### src/rtl/ps2_pkg.sv
// Shared types and constants for the PS/2 keycode decoder: receiver state
// encoding, scan-code-set-2 bytes, HID usage codes and the scan-to-HID map.
package ps2_pkg;

    // Frame receiver states
    typedef enum logic [1:0] {
        IDLE,
        DATA,
        PARITY,
        STOP
    } rx_state_t;

    // Prefix bytes
    localparam logic [7:0] SC_E0    = 8'hE0;
    localparam logic [7:0] SC_F0    = 8'hF0;

    // Non-extended scan codes
    localparam logic [7:0] SC_W     = 8'h1D;
    localparam logic [7:0] SC_A     = 8'h1C;
    localparam logic [7:0] SC_S     = 8'h1B;
    localparam logic [7:0] SC_D     = 8'h23;
    localparam logic [7:0] SC_ENTER = 8'h5A;
    localparam logic [7:0] SC_X     = 8'h22;
    localparam logic [7:0] SC_ESC   = 8'h76;

    // Extended (E0-prefixed) scan codes
    localparam logic [7:0] SC_UP    = 8'h75;
    localparam logic [7:0] SC_DOWN  = 8'h72;
    localparam logic [7:0] SC_LEFT  = 8'h6B;
    localparam logic [7:0] SC_RIGHT = 8'h74;

    // HID usage codes presented to the game FSM
    localparam logic [7:0] HID_NONE  = 8'h00;
    localparam logic [7:0] HID_W     = 8'h1A;
    localparam logic [7:0] HID_A     = 8'h04;
    localparam logic [7:0] HID_S     = 8'h16;
    localparam logic [7:0] HID_D     = 8'h07;
    localparam logic [7:0] HID_ENTER = 8'h28;
    localparam logic [7:0] HID_X     = 8'h1B;
    localparam logic [7:0] HID_ESC   = 8'h29;
    localparam logic [7:0] HID_UP    = 8'h52;
    localparam logic [7:0] HID_DOWN  = 8'h51;
    localparam logic [7:0] HID_LEFT  = 8'h50;
    localparam logic [7:0] HID_RIGHT = 8'h4F;

    // Map a scan code to its HID usage; unmapped codes give HID_NONE.
    // The same byte means different keys depending on the E0 prefix.
    function automatic logic [7:0] translate(input logic ext, input logic [7:0] code);
        logic [7:0] hid;
        hid = HID_NONE;
        if (ext) begin
            case (code)
                SC_UP:    hid = HID_UP;
                SC_DOWN:  hid = HID_DOWN;
                SC_LEFT:  hid = HID_LEFT;
                SC_RIGHT: hid = HID_RIGHT;
                default:  hid = HID_NONE;
            endcase
        end else begin
            case (code)
                SC_W:     hid = HID_W;
                SC_A:     hid = HID_A;
                SC_S:     hid = HID_S;
                SC_D:     hid = HID_D;
                SC_ENTER: hid = HID_ENTER;
                SC_X:     hid = HID_X;
                SC_ESC:   hid = HID_ESC;
                default:  hid = HID_NONE;
            endcase
        end
        return hid;
    endfunction

endpackage

### src/rtl/ps2_rx_byte.sv
// PS/2 byte receiver: synchronizes and deglitches the keyboard clock, frames
// start/data/parity/stop bits, checks odd parity and the stop bit, and aborts
// a frame whose clock stalls. Emits one-cycle byte_done or frame_err pulses.
module ps2_rx_byte
    import ps2_pkg::*;
#(
    parameter int FILTER_LEN     = 8,
    parameter int TIMEOUT_CYCLES = 50000
) (
    input  logic       Clk,
    input  logic       Reset,
    input  logic       PS2_CLK,
    input  logic       PS2_DAT,
    output logic [7:0] data_byte,
    output logic       byte_done,
    output logic       frame_err
);

    localparam int FILT_W = (FILTER_LEN > 1) ? $clog2(FILTER_LEN) : 1;
    localparam int TO_W   = (TIMEOUT_CYCLES > 1) ? $clog2(TIMEOUT_CYCLES) : 1;
    localparam logic [FILT_W-1:0] FILT_MAX = FILT_W'(FILTER_LEN - 1);
    localparam logic [TO_W-1:0]   TO_MAX   = TO_W'(TIMEOUT_CYCLES - 1);

    logic [1:0]        clk_sync;
    logic [1:0]        dat_sync;
    logic              clk_filt;
    logic              clk_filt_d;
    logic [FILT_W-1:0] filt_cnt;
    logic              fall;
    logic              dat_bit;

    rx_state_t         state;
    logic [2:0]        bit_cnt;
    logic [7:0]        shift_reg;
    logic              parity_ok;
    logic [TO_W-1:0]   to_cnt;

    // Two-flop synchronizers; idle PS/2 lines are high, so reset to 1
    // NOTE: sequential blocks use non-blocking assignments so every flop
    // samples the pre-edge value of its neighbour; blocking here would
    // collapse the two synchronizer stages into one.
    always_ff @(posedge Clk or negedge Reset) begin
        if (!Reset) begin
            clk_sync <= 2'b11;
            dat_sync <= 2'b11;
        end else begin
            clk_sync <= {clk_sync[0], PS2_CLK};
            dat_sync <= {dat_sync[0], PS2_DAT};
        end
    end

    // Clock deglitch: accept a new level only after FILTER_LEN equal samples
    always_ff @(posedge Clk or negedge Reset) begin
        if (!Reset) begin
            clk_filt   <= 1'b1;
            clk_filt_d <= 1'b1;
            filt_cnt   <= '0;
        end else begin
            clk_filt_d <= clk_filt;
            if (clk_sync[1] == clk_filt) begin
                filt_cnt <= '0;
            end else if (filt_cnt == FILT_MAX) begin
                clk_filt <= ~clk_filt;
                filt_cnt <= '0;
            end else begin
                filt_cnt <= filt_cnt + 1'b1;
            end
        end
    end

    assign fall    = clk_filt_d & ~clk_filt;
    assign dat_bit = dat_sync[1];

    // Frame FSM with parity/stop checking and mid-frame stall timeout
    always_ff @(posedge Clk or negedge Reset) begin
        if (!Reset) begin
            state     <= IDLE;
            bit_cnt   <= '0;
            shift_reg <= '0;
            parity_ok <= 1'b0;
            to_cnt    <= '0;
            data_byte <= '0;
            byte_done <= 1'b0;
            frame_err <= 1'b0;
        end else begin
            byte_done <= 1'b0;
            frame_err <= 1'b0;

            if (fall) begin
                // An edge always restarts the stall timer, so it can never
                // coincide with a timeout.
                to_cnt <= '0;
                case (state)
                    IDLE: begin
                        if (!dat_bit) begin
                            state   <= DATA;
                            bit_cnt <= '0;
                        end
                    end
                    DATA: begin
                        shift_reg <= {dat_bit, shift_reg[7:1]};
                        bit_cnt   <= bit_cnt + 3'd1;
                        if (bit_cnt == 3'd7) begin
                            state <= PARITY;
                        end
                    end
                    PARITY: begin
                        parity_ok <= ^{shift_reg, dat_bit};
                        state     <= STOP;
                    end
                    STOP: begin
                        if (parity_ok && dat_bit) begin
                            data_byte <= shift_reg;
                            byte_done <= 1'b1;
                        end else begin
                            frame_err <= 1'b1;
                        end
                        state <= IDLE;
                    end
                    default: state <= IDLE;
                endcase
            end else if (state != IDLE) begin
                if (to_cnt == TO_MAX) begin
                    state     <= IDLE;
                    frame_err <= 1'b1;
                    to_cnt    <= '0;
                end else begin
                    to_cnt <= to_cnt + 1'b1;
                end
            end else begin
                to_cnt <= '0;
            end
        end
    end

endmodule

### src/rtl/ps2_keycode_decoder.sv
// PS/2 keyboard front end for the game FSM: receives scan-code-set-2 bytes,
// tracks E0/F0 prefixes, translates mapped keys to HID usage codes and holds
// the currently pressed key on keycode (8'h00 when nothing is held).
module ps2_keycode_decoder
    import ps2_pkg::*;
#(
    parameter int FILTER_LEN     = 8,
    parameter int TIMEOUT_CYCLES = 50000
) (
    input  logic       Clk,
    input  logic       Reset,
    input  logic       PS2_CLK,
    input  logic       PS2_DAT,
    output logic [7:0] keycode,
    output logic       key_valid,
    output logic       frame_err
);

    logic [7:0] rx_byte;
    logic       byte_done;
    logic       rx_err;
    logic       ext;
    logic       brk;
    logic [7:0] hid;

    ps2_rx_byte #(
        .FILTER_LEN     (FILTER_LEN),
        .TIMEOUT_CYCLES (TIMEOUT_CYCLES)
    ) u_rx (
        .Clk       (Clk),
        .Reset     (Reset),
        .PS2_CLK   (PS2_CLK),
        .PS2_DAT   (PS2_DAT),
        .data_byte (rx_byte),
        .byte_done (byte_done),
        .frame_err (rx_err)
    );

    assign frame_err = rx_err;

    // Translate the received byte under the current extended prefix
    // NOTE: every variable written in always_comb gets a value on every
    // path (here a single unconditional assignment) so no latch is inferred.
    always_comb begin
        hid = translate(ext, rx_byte);
    end

    // Prefix tracking and hold register; key_valid marks any keycode change
    always_ff @(posedge Clk or negedge Reset) begin
        if (!Reset) begin
            ext       <= 1'b0;
            brk       <= 1'b0;
            keycode   <= HID_NONE;
            key_valid <= 1'b0;
        end else begin
            key_valid <= 1'b0;
            if (rx_err) begin
                // A corrupted or aborted frame may have been a prefix or a
                // code; drop any pending prefix rather than guess.
                ext <= 1'b0;
                brk <= 1'b0;
            end else if (byte_done) begin
                if (rx_byte == SC_E0) begin
                    ext <= 1'b1;
                end else if (rx_byte == SC_F0) begin
                    brk <= 1'b1;
                end else begin
                    ext <= 1'b0;
                    brk <= 1'b0;
                    if (hid != HID_NONE) begin
                        if (!brk) begin
                            // Typematic repeats of the held key are silent
                            if (hid != keycode) begin
                                keycode   <= hid;
                                key_valid <= 1'b1;
                            end
                        end else if (hid == keycode) begin
                            // Only releasing the displayed key clears it
                            keycode   <= HID_NONE;
                            key_valid <= 1'b1;
                        end
                    end
                end
            end
        end
    end

endmodule

### config.mk
export PLATFORM = sky130hd
export DESIGN_NAME = ps2_keycode_decoder
export DESIGN_NICKNAME = d
export VERILOG_FILES = /design/src/rtl/ps2_pkg.sv /design/src/rtl/ps2_rx_byte.sv /design/src/rtl/ps2_keycode_decoder.sv
export SDC_FILE = /design/constraint.sdc
export NUM_CORES = 1
export LEC_CHECK = 0
export ABC_CLOCK_PERIOD_IN_PS = 3800
export CORE_ASPECT_RATIO = 2
export CORE_MARGIN = 4
export CORE_UTILIZATION = 60
export CTS_BUF_LIST = sky130_fd_sc_hd__clkbuf_4
export DETAILED_ROUTE_END_ITERATION = 7
export PLACE_DENSITY = 0.79
export SYNTH_ARGS = -nofsm -noshare
export SYNTH_HDL_FRONTEND = slang
export SYNTH_SLANG_ARGS = --single-unit
export TNS_END_PERCENT = 5
### constraint.sdc
create_clock -name Clk -period 3.8 [get_ports Clk]
set_input_delay 0.57 -clock Clk [delete_from_list [all_inputs] [get_ports Clk]]
set_output_delay 0.57 -clock Clk [all_outputs]
set_load 0.05 [all_outputs]
### Word-level counts from Yosys, hierarchy flattened

Index checks and enable logic that the tools add are counted.

| storage, ports and cells | value |
|---|---|
| register bits | 60 |
| output and inout bits | 10 |

| operators by class | value |
|---|---|
| $add $sub $neg | 3 |
| eq/ne operators | 28 |
| muxes and demuxes | 43 |
| bitwise logic cells | 6 |
| reduce and logical (&&, ||, !) cells | 19 |

Operators with widths:

| operator | number |
|---|---|
| $eq 8x7->1 const B | 6 |
| $mux 16 | 3 |
| $pmux 6 s7 | 1 |
| $mux 8 | 4 |
| $pmux 7 s4 | 1 |
| $eq 8x5->1 const B | 3 |
| $mux 1 | 24 |
| $add 16x1->16 const B | 1 |
| $eq 16x16->1 const B | 1 |
| $eq 8x6->1 const B | 2 |
| $eq 8x8->1 const B | 2 |
| $reduce_bool 2->1 | 6 |
| $mux 2 | 5 |
| $reduce_and 2->1 | 5 |
| $mux 3 | 3 |
| $reduce_xor 9->1 | 1 |
| $eq 8x8->1 | 1 |
| $ne 8x8->1 | 1 |
| $pmux 2 s4 | 1 |
| $reduce_bool 8->1 | 1 |
| $reduce_and 7->1 | 1 |
| $add 3x1->3 const B | 2 |
| $eq 3x3->1 const B | 2 |
| $ne 3x3->1 const B | 2 |
| other kinds (13) | 20 |

### Longest topological paths before layout

| logic depth | value |
|---|---|
| depth in word-level cells | 11 |
| gate-level depth with buffers | 12 |
| gate-level depth less buffers | 11 |

### Hierarchy

A second synthesis with hierarchy kept.

| unflattened totals | value |
|---|---|
| cells, all modules | 290 |
| area total of the unflattened synthesis | 3154.3 µm² |

Modules (own cells, without submodules):

| module | instances | cells an instance | area each (µm²) | seq. area each (µm²) |
|---|---|---|---|---|
| ps2_rx_byte | 1 | 188 | 2232.1 | 1233.7 |
| ps2_keycode_decoder | 1 | 102 | 922.1 | 250.2 |

### Least setup slack after synthesis

Ideal clock, no wire load.

| path | value |
|---|---|
| path type | register -> register |
| start point | register u_rx.data_byte[4] |
| end point | register keycode[5] |
| library setup time | 0.125 ns |
| arrival time | 3.184 ns |
| required time | 3.675 ns |
| path slack | 0.491 ns |
| stages on the path, launching flop included | 13 |
| clock period less this slack | 3.309 ns |
| cells stage by stage | dfrtp_1 > buf_6 > or4b_4 > nor4_1 > nor3_1 > xnor2_1 > a211oi_1 > o2111ai_1 > ha_1 > or4_1 > a21oi_1 > a21oi_2 > a2bb2o_1 |

| on the way | value |
|---|---|
| longest elaborated chain between the ends | 6 |
| elaborated cells between the ends (all ways) | 26 |

RTL lines:

| what | RTL line | source |
|---|---|---|
| start: declaration | ps2_rx_byte.sv:14 | `output logic [7:0] data_byte,` |
| start signal: assignment | ps2_rx_byte.sv:113 | `data_byte <= shift_reg;` |
| $eq 8x7->1 (tied with other cells) | ps2_pkg.sv:60 | `case (code)` |
| $pmux 6 s7 / $pmux 7 s4 (equally long branches) | ps2_pkg.sv:60, ps2_pkg.sv:52 |  |
| $mux 8 | ps2_pkg.sv:51 | `if (ext) begin` |
| $eq 8x8->1 / $ne 8x8->1 (equally long branches) | ps2_keycode_decoder.sv:77, ps2_keycode_decoder.sv:73 |  |
| $ne 2x1->1 (no source line) / $reduce_bool 2->1 (equally long branches) | -- |  |
| $reduce_and 7->1 (no source line) | -- |  |
| end signal: assignment | ps2_keycode_decoder.sv:74 | `keycode <= hid;` |
| end: declaration | ps2_keycode_decoder.sv:14 | `output logic [7:0] keycode,` |

Parallel ways exist; a longest one is shown, timed or not. The select of a mux whose other input is x is not followed.
A chain may end at the register's enable or synchronous reset.

### Worst setup path in the final report

| path | value |
|---|---|
| start point | register u_rx.data_byte[3] |
| end point | register keycode[5] |

Same word-level chain as after synthesis.

==> results list <==
- Initial DRC count: between 60 and 70
* Worst Clk Skew: 12.7 ps
* Count of unresolved DRC violations after routing: 0
- Once the clock tree was built, the resizer swapped 0 gates to a different size.
- Drt wl/cell: around 16 um
* Final weighted congestion in routability-driven placement: around 0.90
* Initial antenna violation count: 0
* Multiplexer share of the synthesized area: between 4 and 5%
* Maximum number of pins on one net before global-route repair: 33
* Total setup violations reported at the end of the flow: 0
- Average via count per standard cell: 6.01
* Congestion Overflow GR: 0
* Commonest non-fill, non-tap cell in the layout: dfrtp_1
* Die Height: 113 um
* Xor and xnor area share after synthesis: 7.74%
* Total count of hold-check failures in the final report: 0
- After synthesis the cells add up to 0.00328 mm^2.
* Crit path max-delay family: simple AND/OR/NAND/NOR gates
- Number of global-route vias before repair: 2,594
- Layout cell share with drive strength beyond 1: roughly 14%
- Post-synth cell types: 59
- Relative to the synthesized area, the layout overhead comes to 10.7%.
- By area, the combinational part of the netlist is dominated by simple AND/OR/NAND/NOR gates.
- The multi-input combinational cells in the finished layout cover a total of 0.00172 mm^2.
* Synthesized-area fraction occupied by and/or/nand/nor cells: 25.1%
- Launching element type of the critical path: flop
- I/O Pins: 14
* Maximum VDD drop: 0.000532 V
- Across every metal layer, demand over resource in global routing totals between 20% and 30%.
* Storage element area: between 0.001 and 0.0015 mm^2
- First-pass iteration count of the detailed router: 4
- The signal on the critical path passes through or4b_4, nor4_2, nor3_1, xnor2_1, a211oi_2, o2111ai_1, ha_1, or4_1, a21oi_1, a21oi_2, a2bb2o_1.
- Once the floorplan was initialized, standard cells occupied between 60 and 70% of the core.
- Based on the critical path, the design can be clocked at up to approximately 280 MHz.
* Number of flops mapped to enable cells by yosys: 0
- Crit path arrival time: between 3000 and 4000 ps
- Actual transition at the worst max-transition pin: between 700 and 800 ps
* Placed wire-length estimate after detailed placement: ~4900 um
- X dimension of the die: 60.3 um
- In this run the remaining antenna-violating nets after routing total 0.
- Leading register cell type out of synthesis: dfrtp_1
* Cell chosen for the clock root: clkbuf_4
- When the netlist entered floorplanning its net count stood at 352.
- 0 antenna diodes ended up in the layout.
- CTS Buf Count: 9
* Placement row count: 37
* Maximum cell stage delay along the critical path: 610 ps
- The completed layout was analyzed and its total power is roughly 0.0016 W.
- Most used cells in the layout excluding fill and tap cells: dfrtp_1, nand2_1, nor2_1, xnor2_1
* Adder-Cell Fraction of Synth Area: 4.19%
* Final period util: 95.6%
- The final count of pins violating max slew is 0.
- The slowest stage of the critical path is the or4b_4 cell.
- Sinks on the clock net: 59
* First-pass GRT wire length: 11,700 um
- After floorplanning, the core was sized to cover 0.00523 mm^2.
- Power density of the placed cells: approximately 430 mW/mm^2
- Result of the run: complete, no violations
- Measured against its own limit, the worst slew margin works out to 51.1%.
- TritonCTS built the clock tree.
* Buffer levels on the longest clock path: 2
- Synthesized area divided by synthesized cell count: a little under 10 um^2
- The register with the most flip-flops in the layout has 16 of them.
- Number of storage elements in the synthesis netlist: 59
* Cells after Synth: ~340
- Depth of the CTS H-tree: 3
- Crit path capture type: flop
- Total negative setup slack: 0 ps
- Setup repair after global routing missed its margin: false
- Counting flops with an async set or reset pin after synthesis yields a share of 100%.
- The die covers 0.00679 mm^2.
- For the worst setup path, the data required time is around 4100 ps.
* Max-cap violation count: 0
- Number of warnings reported in the yosys synthesis log: 0
- Sequential cells were found to cover 45.2% of the synthesized design area.
- The later pin in the worst-skew pair is clocked with a latency of about 400 ps.
- After detailed routing, the total wire length is 6720 um.
* LEAKAGE: 1.61 nW
- The number of buffers and inverters on the critical path is 0.
- For the finished layout, the period the worst path requires is 3630 ps.
- Number of buffers inserted to repair setup after CTS: 0
- The routed layout has 2,495 vias.
- Input and output buffers added on the ports amount to 12.
* Clock-pin slew on the worst setup and hold paths: about 100 ps
- In this run the worst hold path is classified as primary input to asynchronous set/reset pin.
- Critical-path maximum fanout: 11
- Count of filler cells inserted in the layout: 419
- Post-layout net count: 367
* Compound-cell area share of the yosys netlist: 9.99%
- The worst setup path is of the flop to flop kind.
- Post-cts hold buffer count: 0
==> power by group <==
group | switching [W] | leakage, nW | total [W] | internal (W)
combinational | 0.000189 | 0.732 | 0.000313 | 0.000124
sequential | 0.0000516 | 0.794 | 0.000751 | 0.000700
clock | 0.000224 | 0.0807 | 0.000503 | 0.000280
total | 0.000465 | 1.61 | 0.00157 | 0.00110
==> area by class of cell <==
| type | instances | share of cell area (%) |
|---|---|---|
| Clock buffer | 11 | 2.27 |
| Clock inverter | 5 | 2.17 |
| Inverter | 8 | 0.826 |
| Multi-Input combinational cell | 255 | 47.2 |
| Sequential cell | 59 | 40.9 |
| Tap cell | 58 | 2.00 |
| Timing Repair Buffer | 19 | 4.61 |
==> layer usage <==
metal | vias up | wire length, um | GRT usage (%)
met2 | 46 | 3670 | 40.2
li1 | 1225 | - | -
met3 | 20 | 188 | 4.95
met4 | 0 | 267 | 12.0
met5 | - | 0 | 0
met1 | 1204 | 2590 | 24.2
==> final timing paths <==
path	slack (ps)	to	start	depth (start not counted)
max	170	keycode[5]$_DFFE_PN0P_	u_rx.data_byte[3]$_DFFE_PN0P_	11
min	170	u_rx.filt_cnt[2]$_DFF_PN0_	Reset	1
max reg2reg	170	keycode[5]$_DFFE_PN0P_	u_rx.data_byte[3]$_DFFE_PN0P_	11
min reg2reg	340	u_rx.clk_sync[1]$_DFF_PN1_	u_rx.clk_sync[0]$_DFF_PN1_	0
max in group asynchronous	2770	u_rx.data_byte[4]$_DFFE_PN0P_	Reset	2
min in group Clk	340	u_rx.clk_sync[1]$_DFF_PN1_	u_rx.clk_sync[0]$_DFF_PN1_	0
==> metrics by stage <==
step                instance area [um^2]  setup WS [ps]  utilization [%]  cells  hold slack [ps]
finish                              3630            167             69.5    415              167
global route                        3630           11.2             69.5    415              168
CTS                                 3610            118             69.0    415              157
detailed placement                  3450            131             65.9    399              348
global placement                    3450            199             65.9    399              345
floorplan                           3280            491                -    337              274
==> Yosys cell counts (all sizes together), types with 2 or more instances <==
| cell type | n | area, um^2 |
|---|---|---|
| nand3b | 3 | 22.5 |
| nand4b | 2 | 17.5 |
| buf | 5 | 33.8 |
| or3 | 2 | 12.5 |
| nor4bb | 4 | 40.0 |
| or3b | 3 | 26.3 |
| dfstp | 6 | 158 |
| nand2 | 47 | 176 |
| a21oi | 11 | 58.8 |
| clkbuf | 10 | 41.3 |
| nand3 | 13 | 65.1 |
| dfrtp | 53 | 1330 |
| a2111oi | 2 | 18.8 |
| xnor2 | 16 | 140 |
| nand4bb | 3 | 33.8 |
| and2 | 3 | 18.8 |
| o2bb2ai | 2 | 17.5 |
| a211oi | 5 | 37.5 |
| mux2 | 12 | 135 |
| o21ai | 10 | 50.1 |
| nor2 | 30 | 113 |
| or4 | 2 | 15.0 |
| ha | 11 | 138 |
| nor4 | 6 | 37.5 |
| and3b | 2 | 17.5 |
| xor2 | 13 | 114 |
| and3 | 6 | 37.5 |
| a211o | 2 | 17.5 |
| nor3 | 10 | 50.1 |
| inv | 7 | 26.3 |
| nor3b | 8 | 60.1 |
| a32o | 3 | 30.0 |
| nand2b | 5 | 31.3 |
==> worst register-to-register path, delay by kind of cell (launching register included) <==
family	cells	cell delay (ps)
AO/OA/AOI/OAI	5	970
XOR/XNOR	1	180
adder cells (fa/ha/maj)	1	200
flip-flops	1	480
AND/OR/NAND/NOR	4	1710
==> cells by family after synthesis <==
| family | after synthesis |
|---|---|
| compound gates | 46 |
| xor+xnor | 29 |
| fa+ha+maj | 11 |
| buf+inv | 23 |
| flops | 59 |
| mux | 13 |
| other cells | 1 |
| simple gates | 155 |
Power figures use the tool's default switching activity.
